[src/rtl/suite_loader_pkg.sv]
// Shared types and helpers for the suite ROM loader.
// State encoding, default download index and region decode.
package suite_loader_pkg;

  typedef enum logic [1:0] {
    IDLE,
    LOAD,
    WRITE,
    HOLD
  } state_t;

  localparam logic [7:0] ROM_INDEX_DEF = 8'd0;

  function automatic logic [15:0] onehot_region(
    input logic [3:0] addr_bits
  );
    return 16'd1 << addr_bits;
  endfunction

endpackage

[src/rtl/suite_rom_loader_if.sv]
// Suite memory write port: one buffered byte write
// held by the loader until the target accepts it.
interface suite_rom_loader_if #(
  parameter int ADDR_W      = 17,
  parameter int REGION_BITS = 2
);

  localparam int NREG = 2 ** REGION_BITS;
  localparam int AW   = ADDR_W - REGION_BITS;

  logic [AW-1:0]   mem_addr;
  logic [7:0]      mem_data;
  logic            mem_we;
  logic [NREG-1:0] mem_sel;
  logic            mem_ready;

  modport master (
    output mem_addr,
    output mem_data,
    output mem_we,
    output mem_sel,
    input  mem_ready
  );

  modport slave (
    input  mem_addr,
    input  mem_data,
    input  mem_we,
    input  mem_sel,
    output mem_ready
  );

endinterface

[src/rtl/suite_loader_holdoff.sv]
// Core reset hold-off: start pins core_reset high, stop
// begins a HOLD_CYCLES countdown after which it releases.
module suite_loader_holdoff #(
  parameter int HOLD_CYCLES = 16
) (
  input  logic clk_sys,
  input  logic reset,
  input  logic start,
  input  logic stop,
  output logic core_reset,
  output logic done
);

  localparam int CW = $clog2(HOLD_CYCLES + 1);

  logic [CW-1:0] cnt_q, cnt_d;
  logic          run_q, run_d;
  logic          rst_q, rst_d;

  // The stop cycle itself is the first decrement.
  always_comb begin
    cnt_d = cnt_q;
    run_d = run_q;
    rst_d = rst_q;
    if (start) begin
      cnt_d = CW'(HOLD_CYCLES);
      run_d = 1'b0;
      rst_d = 1'b1;
    end else if (stop) begin
      cnt_d = CW'(HOLD_CYCLES - 1);
      run_d = 1'b1;
      rst_d = 1'b1;
    end else if (run_q) begin
      if (cnt_q == '0) begin
        run_d = 1'b0;
        rst_d = 1'b0;
      end else begin
        cnt_d = cnt_q - CW'(1);
      end
    end
  end

  always_ff @(posedge clk_sys) begin
    if (reset) begin
      cnt_q <= CW'(HOLD_CYCLES);
      run_q <= 1'b1;
      rst_q <= 1'b1;
    end else begin
      cnt_q <= cnt_d;
      run_q <= run_d;
      rst_q <= rst_d;
    end
  end

  assign core_reset = rst_q;
  assign done       = run_q && (cnt_q == '0);

endmodule

[src/rtl/suite_rom_loader.sv]
// Sequences ioctl downloads into the suite memories,
// one buffered write at a time, with core reset hold-off.
module suite_rom_loader
  import suite_loader_pkg::*;
#(
  parameter int         ADDR_W      = 17,
  parameter int         REGION_BITS = 2,
  parameter logic [7:0] ROM_INDEX   = ROM_INDEX_DEF,
  parameter int         HOLD_CYCLES = 16
) (
  input  logic                clk_sys,
  input  logic                reset,
  input  logic                ioctl_download,
  input  logic                ioctl_wr,
  input  logic [24:0]         ioctl_addr,
  input  logic [7:0]          ioctl_dout,
  input  logic [7:0]          ioctl_index,
  output logic                ioctl_wait,
  suite_rom_loader_if.master  mem,
  output logic                core_reset,
  output logic [ADDR_W:0]     byte_count,
  output logic [7:0]          checksum,
  output logic                load_error
);

  localparam int NREG = 2 ** REGION_BITS;
  localparam int AW   = ADDR_W - REGION_BITS;

  state_t          state_q, state_d;
  logic [AW-1:0]   addr_q, addr_d;
  logic [7:0]      data_q, data_d;
  logic [NREG-1:0] sel_q, sel_d;
  logic [ADDR_W:0] cnt_q, cnt_d;
  logic [7:0]      sum_q, sum_d;
  logic            err_q, err_d;

  logic active, in_range, start, stop, hold_done;

  assign active   = ioctl_download && (ioctl_index == ROM_INDEX);
  assign in_range = (ioctl_addr >> ADDR_W) == 25'd0;
  assign start    = active
                 && (state_q == IDLE || state_q == HOLD);
  assign stop     = (state_q == LOAD) && !active;

  suite_loader_holdoff #(
    .HOLD_CYCLES(HOLD_CYCLES)
  ) u_holdoff (
    .clk_sys   (clk_sys),
    .reset     (reset),
    .start     (start),
    .stop      (stop),
    .core_reset(core_reset),
    .done      (hold_done)
  );

  always_comb begin
    state_d = state_q;
    unique case (state_q)
      IDLE:  if (active) state_d = LOAD;
      LOAD: begin
        if (active && ioctl_wr && in_range)
          state_d = WRITE;
        else if (!active)
          state_d = HOLD;
      end
      WRITE: if (mem.mem_ready) state_d = LOAD;
      HOLD: begin
        if (active)
          state_d = LOAD;
        else if (hold_done)
          state_d = IDLE;
      end
      default: state_d = IDLE;
    endcase
  end

  always_comb begin
    addr_d = addr_q;
    data_d = data_q;
    sel_d  = sel_q;
    cnt_d  = cnt_q;
    sum_d  = sum_q;
    err_d  = err_q;
    if (start) begin
      cnt_d = '0;
      sum_d = '0;
      err_d = 1'b0;
    end
    if (state_q == LOAD && active && ioctl_wr) begin
      if (in_range) begin
        sel_d  = NREG'(onehot_region(
                   4'(ioctl_addr[ADDR_W-1 -: REGION_BITS])));
        addr_d = ioctl_addr[AW-1:0];
        data_d = ioctl_dout;
      end else begin
        err_d = 1'b1;
      end
    end
    if (state_q == WRITE) begin
      // The HPS ignored ioctl_wait; that byte is lost.
      if (ioctl_wr && active) err_d = 1'b1;
      if (mem.mem_ready) begin
        cnt_d = cnt_q + 1'b1;
        sum_d = sum_q + data_q;
      end
    end
  end

  always_comb begin
    mem.mem_we   = (state_q == WRITE);
    ioctl_wait   = (state_q == WRITE);
    mem.mem_sel  = (state_q == WRITE) ? sel_q : '0;
    mem.mem_addr = addr_q;
    mem.mem_data = data_q;
  end

  always_ff @(posedge clk_sys) begin
    if (reset) begin
      state_q <= IDLE;
      addr_q  <= '0;
      data_q  <= '0;
      sel_q   <= '0;
      cnt_q   <= '0;
      sum_q   <= '0;
      err_q   <= 1'b0;
    end else begin
      state_q <= state_d;
      addr_q  <= addr_d;
      data_q  <= data_d;
      sel_q   <= sel_d;
      cnt_q   <= cnt_d;
      sum_q   <= sum_d;
      err_q   <= err_d;
    end
  end

  assign byte_count = cnt_q;
  assign checksum   = sum_q;
  assign load_error = err_q;

endmodule

[src/flat_wrapper.sv]
// flat-port wrapper written by rule: the top's interface ports become plain ports
module suite_rom_loader_flat import suite_loader_pkg::*;
#(
  parameter int         ADDR_W      = 17,
  parameter int         REGION_BITS = 2,
  parameter logic [7:0] ROM_INDEX   = ROM_INDEX_DEF,
  parameter int         HOLD_CYCLES = 16
)
  (clk_sys, reset, ioctl_download, ioctl_wr, ioctl_addr, ioctl_dout, ioctl_index, ioctl_wait, core_reset, byte_count, checksum, load_error, mem_mem_addr, mem_mem_data, mem_mem_we, mem_mem_sel, mem_mem_ready);
  suite_rom_loader_if #(.ADDR_W(ADDR_W), .REGION_BITS(REGION_BITS)) mem_i ();
  input  logic clk_sys;
  input  logic reset;
  input  logic ioctl_download;
  input  logic ioctl_wr;
  input  logic [24:0] ioctl_addr;
  input  logic [7:0] ioctl_dout;
  input  logic [7:0] ioctl_index;
  output logic ioctl_wait;
  output logic core_reset;
  output logic [ADDR_W:0] byte_count;
  output logic [7:0] checksum;
  output logic load_error;
  output wire logic [$bits(mem_i.mem_addr)-1:0] mem_mem_addr;
  output wire logic [$bits(mem_i.mem_data)-1:0] mem_mem_data;
  output wire logic [$bits(mem_i.mem_we)-1:0] mem_mem_we;
  output wire logic [$bits(mem_i.mem_sel)-1:0] mem_mem_sel;
  input wire logic [$bits(mem_i.mem_ready)-1:0] mem_mem_ready;
  assign mem_mem_addr = mem_i.mem_addr;
  assign mem_mem_data = mem_i.mem_data;
  assign mem_mem_we = mem_i.mem_we;
  assign mem_mem_sel = mem_i.mem_sel;
  assign mem_i.mem_ready = mem_mem_ready;
  suite_rom_loader #(.ADDR_W(ADDR_W), .REGION_BITS(REGION_BITS), .ROM_INDEX(ROM_INDEX), .HOLD_CYCLES(HOLD_CYCLES)) u_core (.clk_sys(clk_sys), .reset(reset), .ioctl_download(ioctl_download), .ioctl_wr(ioctl_wr), .ioctl_addr(ioctl_addr), .ioctl_dout(ioctl_dout), .ioctl_index(ioctl_index), .ioctl_wait(ioctl_wait), .mem(mem_i), .core_reset(core_reset), .byte_count(byte_count), .checksum(checksum), .load_error(load_error));
endmodule
[config.mk]
export PLATFORM = sky130hd
export DESIGN_NAME = suite_rom_loader_flat
export DESIGN_NICKNAME = d
export VERILOG_FILES = /design/src/rtl/suite_loader_pkg.sv /design/src/rtl/suite_rom_loader_if.sv /design/src/rtl/suite_loader_holdoff.sv /design/src/rtl/suite_rom_loader.sv /design/src/flat_wrapper.sv
export SDC_FILE = /design/constraint.sdc
export NUM_CORES = 1
export LEC_CHECK = 0
export ABC_AREA = 1
export CORE_MARGIN = 2
export CORE_UTILIZATION = 25
export DETAILED_ROUTE_END_ITERATION = 8
export DONT_BUFFER_PORTS = 1
export GPL_TIMING_DRIVEN = 0
export PLACE_DENSITY = 0.44
export SLEW_MARGIN = 20
export SYNTH_ARGS = -nofsm -noshare
export SYNTH_HDL_FRONTEND = slang
export SYNTH_SLANG_ARGS = --single-unit
export TNS_END_PERCENT = 5
[constraint.sdc]
create_clock -name clk_sys -period 1.62 [get_ports clk_sys]
set_clock_uncertainty 0.15 [all_clocks]
set_input_delay 0.324 -clock clk_sys [delete_from_list [all_inputs] [get_ports clk_sys]]
set_output_delay 0.324 -clock clk_sys [all_outputs]
set_load 0.03 [all_outputs]
# [Word level (Yosys, flattened, before mapping)]
# Cells that the tools add are included.
[classes] addsub=3 n_eq_ne=8 shifts=1 n_mux=26 reduce_logical=21
[op_table] op="$mux W18" n=3
[op_table] op="$logic_not A25 Y1" n=1
[op_table] op="$mux W8" n=3
[op_table] op="$add A18 B1 Y18 const B" n=1
[op_table] op="$mux W5" n=3
[op_table] op="$mux W2" n=6
[op_table] op="$mux W1" n=9
[op_table] op="$add A8 B8 Y8" n=1
[op_table] op="$logic_and A1 B1 Y1" n=8
[op_table] op="$logic_not A8 Y1" n=1
[op_table] op="$pmux W2 S4" n=1
[op_table] op="$ne A2 B1 Y1 const B" n=3
[op_table] op="$reduce_and A2 Y1" n=3
[op_table] op="$logic_not A5 Y1" n=1
[op_table] op="$sub A5 B1 Y5 const B" n=1
[op_table] op="$eq A2 B2 Y1 const B" n=2
[op_table] op="$mux W4" n=1
[op_table] op="$reduce_and A4 Y1" n=1
[op_table] op="$shl A1 B2 Y4 const A" n=1
[op_table] op="$ne A3 B1 Y1 const B" n=1
[op_table] op="$ne A3 B3 Y1 const B" n=1
[op_table] op="$reduce_or A3 Y1" n=1
[op_table] op="$eq A2 B1 Y1 const B" n=1
[op_table] op="$logic_not A2 Y1" n=1
[op_table] op="4 further kinds" n=4
[word_totals] ff_bits=63 input_bits=46 out_inout_bits=57 wordCells=69

# [Logic depth before layout (Yosys ltp)]
# Gate-level depths: netlist of run 1.
[depth] word_depth=8 depth_mapped=12 mapped_depth_nobuf=12

# [By module]
# Synthesis of run 1 repeated with hierarchy kept, for this count alone.
[hier_totals] cells_unflattened=454 hier_area_um2=3261.9
[by_module_without_submodules] module="suite_rom_loader" instances=1 cells_per_inst=401 area_per_inst_um2=2891.5
[by_module_without_submodules] module="suite_loader_holdoff" instances=1 cells_per_inst=53 area_per_inst_um2=370.4

# [Worst setup path before layout of run 1]
# Ideal clock, no wire load.
[synth_timing] path_type="reg2reg" startpoint="reg u_core.sum_q[0], in the netlist u_core.checksum[0]" endpoint="reg u_core.sum_q[6], in the netlist u_core.checksum[6]" setup_time_ps=74 arrival_ps=1716 path_slack_ps=-320 path_stages_with_launch=8 cell_sequence="dfxtp_1 -> ha_1 -> inv_1 -> fa_1 -> nand3b_1 -> a21oi_1 -> o21ai_0 -> a31oi_1"
[synth_via] elab_chain_cells=3
[synth_rtl] item="start: declaration" line="suite_rom_loader.sv:34" text="logic [7:0] sum_q, sum_d;"
[synth_rtl] item="start signal: assignment" line="suite_rom_loader.sv:132" text="sum_q <= sum_d;"
[synth_rtl] item="$add A8 B8 Y8" line="suite_rom_loader.sv:104" text="sum_d = sum_q + data_q;"
[synth_rtl] item="$mux W8" line="suite_rom_loader.sv:102" text="if (mem.mem_ready) begin"
[synth_rtl] item="$mux W8" line="suite_rom_loader.sv:99" text="if (state_q == WRITE) begin"
# Every way passes these cells.
# A chain may end at the register's enable or synchronous reset.

# [Worst setup path in the final report of run 1]
[layout_timing] startpoint="reg u_core.data_q[0], in the netlist u_core.mem.mem_data[0]" endpoint="reg u_core.sum_q[6], in the netlist u_core.checksum[6]"
[layout_via] elab_chain_cells=3
[layout_rtl] item="start: declaration" line="suite_rom_loader.sv:31" text="logic [7:0] data_q, data_d;"
[layout_rtl] item="start signal: assignment" line="suite_rom_loader.sv:129" text="data_q <= data_d;"
[layout_rtl] item="$add A8 B8 Y8" line="suite_rom_loader.sv:104"
[layout_rtl] item="$mux W8" line="suite_rom_loader.sv:102"
[layout_rtl] item="$mux W8" line="suite_rom_loader.sv:99"
# Every way passes these cells.

==> metrics.md, run 1 <==
| Metric | Value |
|---|---|
| Status | finished, violations left |
| Failing checks | setup timing |
| Antenna viol nets, final | 0 |
| All-Layer GR Usage | 13.8% |
| Drt first pass iters | 4 |
| Worst Path Required | 1.68 ns |
| Post-synth EDFFs | 0 |
| Psw | between 1.5 and 2 mW |
| Crit path buffers/inverters | 1 |
| Count of final setup violators | 25 |
| Setup crit start kind | flop |
| Max VDD drop | 0.627 mV |
| Slew margin rel. | 64.5% |
| Total core area | 13,100 um2 |
| Ant diodes | 0 |
| FF+latch count, synth | 63 |
| Final GP Congestion | 0.801 |
| Die width | 119 um |
| Largest net degree at the start of global routing | 11 |
| Clock power share | between 30% and 40% |
| Synth async-reset ratio | 0% |
| Syn avg cell area | 7.04 um2 |
| Setup Crit Path Kind | flop to flop |
| First-pass GRT wire length | 15,200 um |
| Sequential power share | 38.2% |
| Worst R2R Start | u_core.mem.mem_data[0] |
| Clk slew on worst S/H paths | 0.06 ns |
| Setup ws final | -0.155 ns |
| Library cells used by synthesis | 37 |
| Sw Ratio | 32.6% |
| Number of antenna violations at the first check in global routing | 0 |
| Count of pins over their slew limit | 0 |
| Vias per inst | 4.45 |
| Vias in the first global route | about 3.1k |
| Final wirelength | 9270 um |
| Routed wire per std cell | approximately 13 um |
| Reg-to-Reg End | u_core.checksum[6] |
| Met3 usage | 7.33% |
| Vias after detailed routing | 3,113 |
| Fin Hold WS | 0.0777 ns |
| Worst Tran Pin Value | 0.531 ns |
| P_leak | 1.87 nW |
| Post-layout min period | approximately 1.8 ns |
| Fill cells | 1,371 |
| PD cells | roughly 1100 nW/um2 |
| Worst-path cell chain | ha_4 > inv_2 > fa_2 > nand3b_1 > a21oi_2 > nor2_1 > nand2_1 > a31oi_1 |
| Drt initial violations | roughly 100 |
| PortBufs | 0 |
| CP arrival | ~1.8 ns |
| TritonCTS clock tree | built |
| Count leader, synth | nor2_1 |
| Slowest stage cell, crit path | dfxtp_4 |
| DIE AREA | about 14,000 um2 |
| Starting density of the core | about a quarter |
| Pint | 3.19 mW |
| Die height | 119 um |
| Clock Tree Buf Depth | 2 |
| Layout area overhead | 35.1% |
| Worst setup path start | u_core.mem.mem_data[0] |
| Global Route met2 Usage | 23.1% |
| Syn. warnings | 0 |
| Hold path endpoint | u_core.sel_q[1] |
| Crit-path max FO | 3 |
| Syn nets | 532 |
| Worst hold path cell count | 3 |
| Hold Path Class | input port to flop |
| Fin nets | 580 |
| CP peak stage delay | 0.42 ns |
| Max-cap violations | 0 |
| DRC Markers | 0 |
| IO Count | just over 100 |
| RSZ-0062 raised after global routing | true |
| Post-Synthesis Cells | 470 |
| Min-delay src | ioctl_addr[16] |
| Most Crowded Layer GR | met2 |
| Worst R2R Setup Slack | -0.16 ns |
| Critical path endpoint category | flop |
| Share of cells above drive strength 1 | roughly a quarter |
| GRT met1 Usage | 15.1% |
| # rows | 42 |
| Worst Reg-to-Reg Cells | 8 |
| CP delay by family, top | adder cells |
| Root buffer cell | clkbuf_16 |
| Area contributors post-synth | dfxtp_1 (38%), nor2_1 (10%), nand2_1 (8.7%) |
| GR Overflow Total | 0 |
| Later-pin clock latency in the skew report | 0.34 ns |
| Synth Cell Area | roughly 3300 um2 |
| Combinational power share | 25.2% |
| Top_reg_cell synth | dfxtp_1 |
| CP Depth | 8 |
| DPL Wire Length | 6810 um |
| Cts bufs inserted | 9 |
| Clock sink count | 63 |
| Top-area cell type share of the netlist area | a little under two fifths |
| Final Hold Vio Count | 0 |
| Leading area contributor after synthesis | dfxtp_1 |
| Fmax achieved | 0.563 GHz |
| Period Utilization, post-route | 110% |
| Most common library cells after synthesis | nor2_1 (91), nand2_1 (77), dfxtp_1 (63) |
| Sequential area share after synthesis | approximately two fifths |
| DP Worst Slack | -0.512 ns |
| H-Tree Depth | 3 |
worst max path at each step:
stage	end	slack, ns
6_report	u_core.checksum[6]	-0.16
5_1_grt	u_core.checksum[6]	-0.28
3_3_place_gp	u_core.checksum[6]	-0.52
2_1_floorplan	u_core.checksum[6]	-0.08
3_5_place_dp	u_core.checksum[6]	-0.51
4_1_cts	u_core.checksum[6]	-0.21
registers in the layout, indices dropped and copies added, names as in the netlist:
| signal | flops |
|---|---|
| u_core.byte_count | 18 |
| u_core.checksum | 8 |
| u_core.load_error | 1 |
| u_core.mem.mem_addr | 15 |
| u_core.mem.mem_data | 8 |
| u_core.sel_q | 4 |
| u_core.state_q | 2 |
| u_core.u_holdoff.cnt_q | 5 |
| u_core.u_holdoff.core_reset | 1 |
| u_core.u_holdoff.run_q | 1 |
cell type report:
class                      count  area [um2]  share of cell area, %
buffer                        12         105                   2.35
clock buffer                  11         233                   5.21
clock inverter                 5        25.0                  0.560
inverter                      60         250                   5.60
multi-input combinational    335        1960                   43.9
sequential                    63        1320                   29.5
tap                          176         220                   4.93
timing repair buffer          37         358                   8.01
worst register-to-register path: stages, from the launching register on:
cell and delay, ns:
dfxtp_4 0.42, ha_4 0.16, inv_2 0.04, fa_2 0.34
nand3b_1 0.20, a21oi_2 0.16, nor2_1 0.05, nand2_1 0.06
a31oi_1 0.08
routing by layer:
metal	wire [um]	share of wire (%)	vias up
met5	0	0	-
met1	3950	43	1411
met3	796	8.6	14
met4	133	1.4	0
met2	4390	47	80
li1	-	-	1608
stage by stage:
| step | setup TNS, ns | power (mW) | instances | util [%] | cell area (um2) |
|---|---|---|---|---|---|
| after floorplan | -0.311 | 2.54 | 470 | - | 3340 |
| after global placement | -11.17 | 2.72 | 646 | 27.2 | 3560 |
| after detailed placement | -11.35 | 2.72 | 646 | 27.2 | 3560 |
| after CTS | -2.49 | 4.65 | 694 | 32.9 | 4300 |
| after global routing | -4.52 | 5.02 | 699 | 34.1 | 4470 |
| final | -1.71 | 4.74 | 699 | 34.1 | 4470 |
what timing repair did:
action / in CTS / in global routing
pin swaps: 12 / 13
setup buffers: 8 / 5
setup endpoints to repair: 61 / 58
hold endpoints to repair: 27 / 0
resized for setup: 60 / 37
hold buffers: 24 / 0
power groups by stage:
stage	clock network (mW)	registers (mW)	logic, mW
finish	1.73	1.81	1.20
global route	1.86	1.82	1.34
global placement	0	1.84	0.873
detailed placement	0	1.84	0.879
floorplan	0	1.82	0.720
CTS	1.78	1.81	1.06
kinds of logic (layout without fill, tap and decap cells):
family | Yosys count | in the layout | share of synthesized area (%)
and+or+nand+nor | 231 | 231 | 31.5
buffers and inverters | 72 | 125 | 9.64
AOI/OAI and AO/OA | 82 | 82 | 12.9
DFF | 63 | 63 | 38.1
xor gates and xnor gates | 6 | 6 | 1.59
adders and majority gates | 16 | 16 | 6.28
cell usage in the layout (no fill, tap or decap), types with 4 or more instances in the layout:
cell and instances:
ha_4 6, nand2_2 7, buf_4 12, nand3_1 17, nand2_1 70, inv_1 45
nand3_2 5, clkbuf_1 4, buf_6 4, dfxtp_4 11, clkbuf_16 9, and3_1 4
o21ai_0 26, a21oi_1 22, nand4_1 5, dlygate4sd3_1 24, nor2_1 85, dfxtp_2 12
nor3_1 10, nor2_4 6, nor2_2 8, dfxtp_1 40, o21ai_1 21, ha_1 9
clkinv_2 5, inv_2 10
(Power assumes the default switching activity.)
==> inputs of run 2 (changes only) <==
--- a/config.mk
+++ b/config.mk
@@ -12,6 +12,7 @@
 export DONT_BUFFER_PORTS = 1
 export GPL_TIMING_DRIVEN = 0
 export PLACE_DENSITY = 0.44
+export SETUP_SLACK_MARGIN = 0.3
 export SLEW_MARGIN = 20
 export SYNTH_ARGS = -nofsm -noshare
 export SYNTH_HDL_FRONTEND = slang
==> run 2 against run 1 <==
Net effect: the flow still finishes with violations (setup timing); worst setup slack gained 0.0078 ns; wire length shrank 0.19%; count of clock-buffer cells in the layout grew 2; final cell count grew 0.29%; total power grew 7.1%; critical path depth is the same; core utilization grew 1.1 points; sequential power is essentially flat; critical endpoint unchanged.
==> metrics.md, run 2 (synthesis gave the netlist of run 1 again) <==
| Metric | Value |
|---|---|
| Status | finished, violations left |
| Failing checks | setup timing |
| Critical Path End | u_core.checksum[6] |
| DIE AREA | 14,200 um2 (unchanged) |
| Ant diodes | 0 (unchanged) |
| Root buffer cell | clkbuf_16 |
| TritonCTS clock tree | built |
| Max VDD drop | 0.489 mV (-22%) |
| Worst Path Required | 1.68 ns (about the same) |
| Cts bufs inserted | 9 (unchanged) |
| Starting density of the core | 25.3% (unchanged) |
| Die height | 119 um (unchanged) |
| Reg-to-Reg End | u_core.checksum[6] |
| DRC Markers | 0 (unchanged) |
| Vias after detailed routing | 3,125 (+0.39%) |
| Post-layout min period | 1.77 ns (-0.00781 ns) |
| Clock Tree Buf Depth | 2 (unchanged) |
| Setup crit start kind | flop |
| Slew margin rel. | 72.9% (+8.3 points) |
| Drt first pass iters | 4 (unchanged) |
| PortBufs | 0 (unchanged) |
| Worst R2R Start | u_core.mem.mem_data[0] |
| Worst setup path start | u_core.mem.mem_data[0] |
| RSZ-0062 raised after global routing | true |
| Antenna viol nets, final | 0 (unchanged) |
| CP Depth | 8 (unchanged) |
| Vias per inst | 4.46 (about the same) |
| Fmax achieved | 0.566 GHz (+0.44%) |
| GR Overflow Total | 0 (unchanged) |
| Setup Crit Path Kind | flop to flop |
| Count of pins over their slew limit | 0 (unchanged) |
| Worst Tran Pin Value | 0.407 ns (-0.125 ns) |
| Worst R2R Setup Slack | -0.15 ns (about the same) |
| Later-pin clock latency in the skew report | 0.32 ns (-0.02 ns) |
| IO Count | 103 (unchanged) |
| Share of cells above drive strength 1 | 31.2% (+7.1 points) |
| Crit-path max FO | 3 (unchanged) |
| Setup ws final | -0.148 ns (+0.00781 ns) |
| CP delay by family, top | adder cells |
| Crit path buffers/inverters | 1 (unchanged) |
| Die width | 119 um (unchanged) |
| CP arrival | 1.82 ns (-0.02 ns) |
| Final GP Congestion | 0.765 (-4.5%) |
| Commonest cells after routing, fill and taps aside | nor2_1 (81), nand2_1 (67), inv_1 (44) |
| # rows | 42 (unchanged) |
| All-Layer GR Usage | 13.9% (+0.17 points) |
| Clock sink count | 63 (unchanged) |
| Fin nets | 582 (+0.34%) |
| Count of final setup violators | 19 (-24%) |
| Largest net degree at the start of global routing | 11 (unchanged) |
| Commonest non-fill, non-tap cell in the layout | nor2_1 |
| Drt initial violations | 130 (+27%) |
| PD cells | 1100 nW/um2 (+3.7%) |
| Clk slew on worst S/H paths | 0.05 ns (about the same) |
| CP peak stage delay | 0.42 ns (about the same) |
| Final Hold Vio Count | 0 (unchanged) |
| Max-cap violations | 0 (unchanged) |
| DP Worst Slack | -0.390 ns (+0.122 ns) |
| Hold Path Class | input port to flop |
| Routed wire per std cell | 13.2 um (-0.48%) |
| Slowest stage cell, crit path | dfxtp_4 |
| Layout area overhead | 39.4% |
| H-Tree Depth | 3 (unchanged) |
| DPL Wire Length | 6900 um (+1.2%) |
| Final wirelength | 9250 um (-0.19%) |
| Worst-path cell chain | ha_4 > inv_2 > fa_2 > nand3b_1 > a21oi_2 > nor2_1 > nand2_1 > a31oi_1 |
| Total core area | 13,100 um2 (unchanged) |
| P_leak | 1.88 nW (+0.94%) |
| Period Utilization, post-route | 109% (-0.48 points) |
| Layout Utilization | 35.3% (+1.1 points) |
| Vias in the first global route | 3,100 (+0.39%) |
| Worst Reg-to-Reg Cells | 8 (unchanged) |
| Critical path endpoint category | flop |
| Max FFs per register | 18 (unchanged) |
| First-pass GRT wire length | 15,600 um (+2.3%) |
| Number of antenna violations at the first check in global routing | 0 (unchanged) |
[run 2: layout make-up]
type | count | area, um2
inverters | 60 | 262
multi-input cells | 335 | 2010
well taps | 176 | 220
clock inverters | 3 | 40.0
fillers | 1357 | 8470
clock buffers | 13 | 270
flip-flops and latches | 63 | 1350
repair buffers | 39 | 364
plain buffers | 12 | 97.6
[run 2: worst min-delay path, delay by kind of cell]
family | cells | cell delay (ns)
AO/OA/AOI/OAI | 2 | 0.18
AND/OR/NAND/NOR | 1 | 0.02
[run 2: per-stage QoR]
| step | instance area (um2) | instances | setup TNS, ns | power [mW] | hold slack (ns) |
|---|---|---|---|---|---|
| after detailed placement | 3600 | 646 | -8.05 | 2.74 | 0.248 |
| final | 4610 | 701 | -1.30 | 5.08 | 0.0949 |
| after floorplan | 3380 | 470 | -0.0872 | 2.55 | 0.243 |
| after CTS | 4540 | 700 | -1.98 | 5.08 | 0.0732 |
| after global routing | 4610 | 701 | -3.66 | 5.39 | 0.101 |
| after global placement | 3600 | 646 | -7.88 | 2.72 | 0.245 |
[run 2: worst min path at each step]
stage / slack (ns) / end / depth (start not counted) / startpoint
after floorplan: 0.24 / u_core.checksum[5] / 1 / reset
after global placement: 0.25 / u_core.checksum[5] / 1 / reset
after detailed placement: 0.25 / u_core.checksum[5] / 1 / reset
after CTS: 0.07 / u_core.sel_q[1] / 3 / ioctl_addr[16]
after global routing: 0.10 / u_core.sel_q[3] / 3 / ioctl_addr[16]
final: 0.09 / u_core.sel_q[1] / 3 / ioctl_addr[16]
[run 2: what timing repair did]
item,4_1_cts,5_1_grt
endpoints found under the hold margin,27,0
resized for setup,101,31
setup endpoints to repair,108,77
hold buffers,24,0
pin swaps,21,20
buffers inserted,14,1
[run 2: power breakdown]
part,total (mW),switching (mW),internal (mW)
clock,1.98,0.668,1.31
sequential,1.82,0.163,1.66
combinational,1.27,0.713,0.561
total,5.08,1.54,3.53
[run 2: per-layer routing]
| metal | track usage (%) | part of all wire, % |
|---|---|---|
| met1 | 16.5 | 44 |
| met2 | 23.2 | 49 |
| met3 | 5.56 | 6.9 |
| met4 | 4.24 | 0.34 |
| met5 | 0 | 0 |
==> inputs of run 3 (changes only) <==
--- a/config.mk
+++ b/config.mk
@@ -10,7 +10,7 @@
 export CORE_UTILIZATION = 25
 export DETAILED_ROUTE_END_ITERATION = 8
 export DONT_BUFFER_PORTS = 1
-export GPL_TIMING_DRIVEN = 0
+export GPL_TIMING_DRIVEN = 1
 export PLACE_DENSITY = 0.44
 export SETUP_SLACK_MARGIN = 0.3
 export SLEW_MARGIN = 20
==> constraint.sdc (replaced) <==
create_clock -name clk_sys -period 1.62 [get_ports clk_sys]
set_clock_uncertainty 0.15 [all_clocks]
set_input_delay 0.324 -clock clk_sys [delete_from_list [all_inputs] [get_ports clk_sys]]
set_output_delay 0.324 -clock clk_sys [all_outputs]
set_load 0.02 [all_outputs]
==> run 3 against run 2 <==
Net effect: the run still ends with setup timing left; design area rose by 6.5%; register-to-register slack improved by 0.09 ns; final cell count rose by 5.7%; non-clock buffer count rose by 40; global-route usage rose by 0.19 points; die area did not move; largest power group unchanged; highest routed layer unchanged; core utilization rose by 2.3 points; sequential power fell by 3%; count of clock-buffer cells in the layout fell by 2; sequential share of layout area fell by 2.8 points; largest cell class unchanged; combinational power rose by 8%; fmax rose by 3.6%.
==> metrics.md, run 3 (synthesis gave the netlist of run 1 again) <==
| Metric | Value |
|---|---|
| Status | finished, violations left |
| Failing checks | setup timing |
| Sequential power share | 34.5% (-1.4 points) |
| Clock power share | 38.9% (about the same) |
| Max-cap violations | 0 (unchanged) |
| Final wirelength | 9570 um (+3.4%) |
| Layout area overhead | 48.5% |
| Setup Crit Path Kind | flop to output pin |
| Fin Hold WS | 0.0270 ns (-0.0679 ns) |
| Final TNS setup | -0.565 ns (+0.738 ns) |
| Drt first pass iters | 4 (unchanged) |
| Die height | 119 um (unchanged) |
| Worst R2R Setup Slack | -0.06 ns (+0.09 ns) |
| Vias after detailed routing | 3,239 (+3.6%) |
| Antenna viol nets, final | 0 (unchanged) |
| Setup crit start kind | flop |
| Total core area | 13,100 um2 (unchanged) |
| Combinational power share | 26.6% (+1.5 points) |
| Total Power | 5.14 mW (+1.3%) |
| PD cells | 1050 nW/um2 (-4.9%) |
| Sw Ratio | 29.6% (-0.86 points) |
| Commonest non-fill, non-tap cell in the layout | nor2_1 |
| TritonCTS clock tree | built |
| Later-pin clock latency in the skew report | 0.33 ns (about the same) |
| GR Overflow Total | 0 (unchanged) |
| Final GP Congestion | 0.750 (-2.0%) |
| Setup ws final | -0.0853 ns (+0.0622 ns) |
| Vias in the first global route | 3,318 (+7.0%) |
| CP delay by family, top | flip-flops |
| Worst-path cell chain | buf_6 > ha_4 > buf_8 > nand2_2 > inv_4 |
| Fin nets | 622 (+6.9%) |
| Largest net degree at the start of global routing | 26 (+15) |
| Multi-input gate area | 1960 um2 (-2.4%) |
| Final Hold Vio Count | 0 (unchanged) |
| H-Tree Depth | 3 (unchanged) |
| First-pass GRT wire length | 16,100 um (+3.5%) |
| Psw | 1.52 mW (-1.6%) |
| Commonest cells after routing, fill and taps aside | nor2_1 (83), nand2_1 (67), inv_1 (45) |
| Cts bufs inserted | 9 (unchanged) |
| P_leak | 2.15 nW (+14%) |
| Post-layout min period | 1.71 ns (-0.0622 ns) |
| Worst R2R Start | u_core.mem.mem_data[0] |
| Layout Utilization | 37.5% (+2.3 points) |
| Starting density of the core | 25.3% (unchanged) |
| DRC Markers | 0 (unchanged) |
| Fill cells | 1,327 (-2.2%) |
| Die width | 119 um (unchanged) |
| Worst Path Required | 1.15 ns (-0.53 ns) |
| Count of pins over their slew limit | 0 (unchanged) |
| Min-delay src | ioctl_addr[10] |
| Clock Tree Buf Depth | 2 (unchanged) |
| # rows | 42 (unchanged) |
| Pint | 3.62 mW (+2.5%) |
| Fmax achieved | 0.586 GHz (+3.6%) |
| Clock sink count | 63 (unchanged) |
| Slew margin rel. | 73.7% (+0.80 points) |
| Count of final setup violators | 10 (-9) |
| Drt initial violations | 167 (+28%) |
| Number of antenna violations at the first check in global routing | 0 (unchanged) |
| Ant diodes | 0 (unchanged) |
| Crit path buffers/inverters | 3 (+2) |
| All-Layer GR Usage | 14.1% (+0.19 points) |
| Hold Path Class | input port to flop |
| RSZ-0062 raised after global routing | true |
| PortBufs | 0 (unchanged) |
| Routed wire per std cell | 12.9 um (-2.2%) |
| DPL Wire Length | 7090 um (+2.8%) |
| CP arrival | 1.23 ns (-0.59 ns) |
| Max VDD drop | 0.582 mV (+19%) |
| Root buffer cell | clkbuf_16 |
| DIE AREA | 14,200 um2 (unchanged) |
| Vias per inst | 4.37 (-1.9%) |
| Worst Tran Pin Value | 0.395 ns (-0.0115 ns) |
| Clk slew on worst S/H paths | 0.05 ns (about the same) |
| Share of cells above drive strength 1 | 30.8% (-0.44 points) |
| Crit-path max FO | 5 (+2) |
| Max FFs per register | 18 (unchanged) |
| CP peak stage delay | 0.33 ns (-0.09 ns) |
| IO Count | 103 (unchanged) |
| Worst setup path start | u_core.state_q[1] |
| Critical path endpoint category | output pin |
| Period Utilization, post-route | 105% (-3.8 points) |
| Register area | 1300 um2 (-3.6%) |
| Slowest stage cell, crit path | dfxtp_2 |
==> run 3: cell types whose count changed in the layout (fill, tap and decap cells not counted), sizes merged <==
cell / delta
buf: +44
bufinv: +1
clkbuf: -5
clkinvlp: -1
dlygate4sd3: -1
inv: +2
==> run 3: path summary, 6_finish.rpt <==
kind / endpoint / cells after the start
setup / recovery: mem_mem_sel[3] / 5
hold / removal: u_core.mem.mem_addr[10] / 2
setup reg to reg: u_core.checksum[6] / 8
hold reg to reg: u_core.sel_q[2] / 2
==> run 3: cell type report <==
class                           instances  area share [%]
Timing Repair Buffer                   91            17.9
Sequential cell                        63            26.5
Tap cell                              176            4.48
Clock buffer                           11            4.74
Clock inverter                          5            1.48
Multi-Input combinational cell        335            39.9
Inverter                               60            5.04
==> run 3: worst reg2reg max path, cell delays in order (launching register included) <==
cell and delay [ns]:
dfxtp_4 0.35, ha_4 0.13, inv_2 0.03, fa_2 0.33, nand3b_1 0.20, a21oi_2 0.18
nor2_1 0.06, nand2_1 0.06, a31oi_1 0.07
==> run 3: metrics by stage <==
step	cell area [um2]	instances	worst slack, ns
2_1_floorplan	3380	470	-0.0224
3_3_place_gp	3990	696	-0.0528
3_5_place_dp	3990	696	-0.0603
4_1_cts	4730	737	-0.0848
5_1_grt	4910	741	-0.169
6_report	4910	741	-0.0853
==> run 3: metal layers <==
metal	vias up	GRT usage (%)	wire length (um)	share of wire [%]
li1	1692	-	-	-
met3	7	4.55	553	5.8
met5	-	0	0	0
met2	71	24.2	4610	48
met1	1469	17.0	4320	45
met4	0	3.79	83	0.87
==> run 3: repair_timing <==
| action | in CTS | in global routing |
|---|---|---|
| endpoints found under the setup margin | 88 | 94 |
| hold buffers | 23 | 0 |
| endpoints found under the hold margin | 26 | 0 |
| resized for setup | 70 | 45 |
| pin swaps | 19 | 19 |
| buffers inserted | 2 | 4 |
==> run 3: power groups by stage <==
| stage | sequential [mW] | combinational, mW | clock (mW) |
|---|---|---|---|
| 2_1_floorplan | 1.80 | 0.714 | 0 |
| 3_3_place_gp | 1.78 | 1.05 | 0 |
| 3_5_place_dp | 1.78 | 1.05 | 0 |
| 4_1_cts | 1.77 | 1.28 | 2.06 |
| 5_1_grt | 1.79 | 1.53 | 2.13 |
| 6_report | 1.77 | 1.37 | 2.00 |
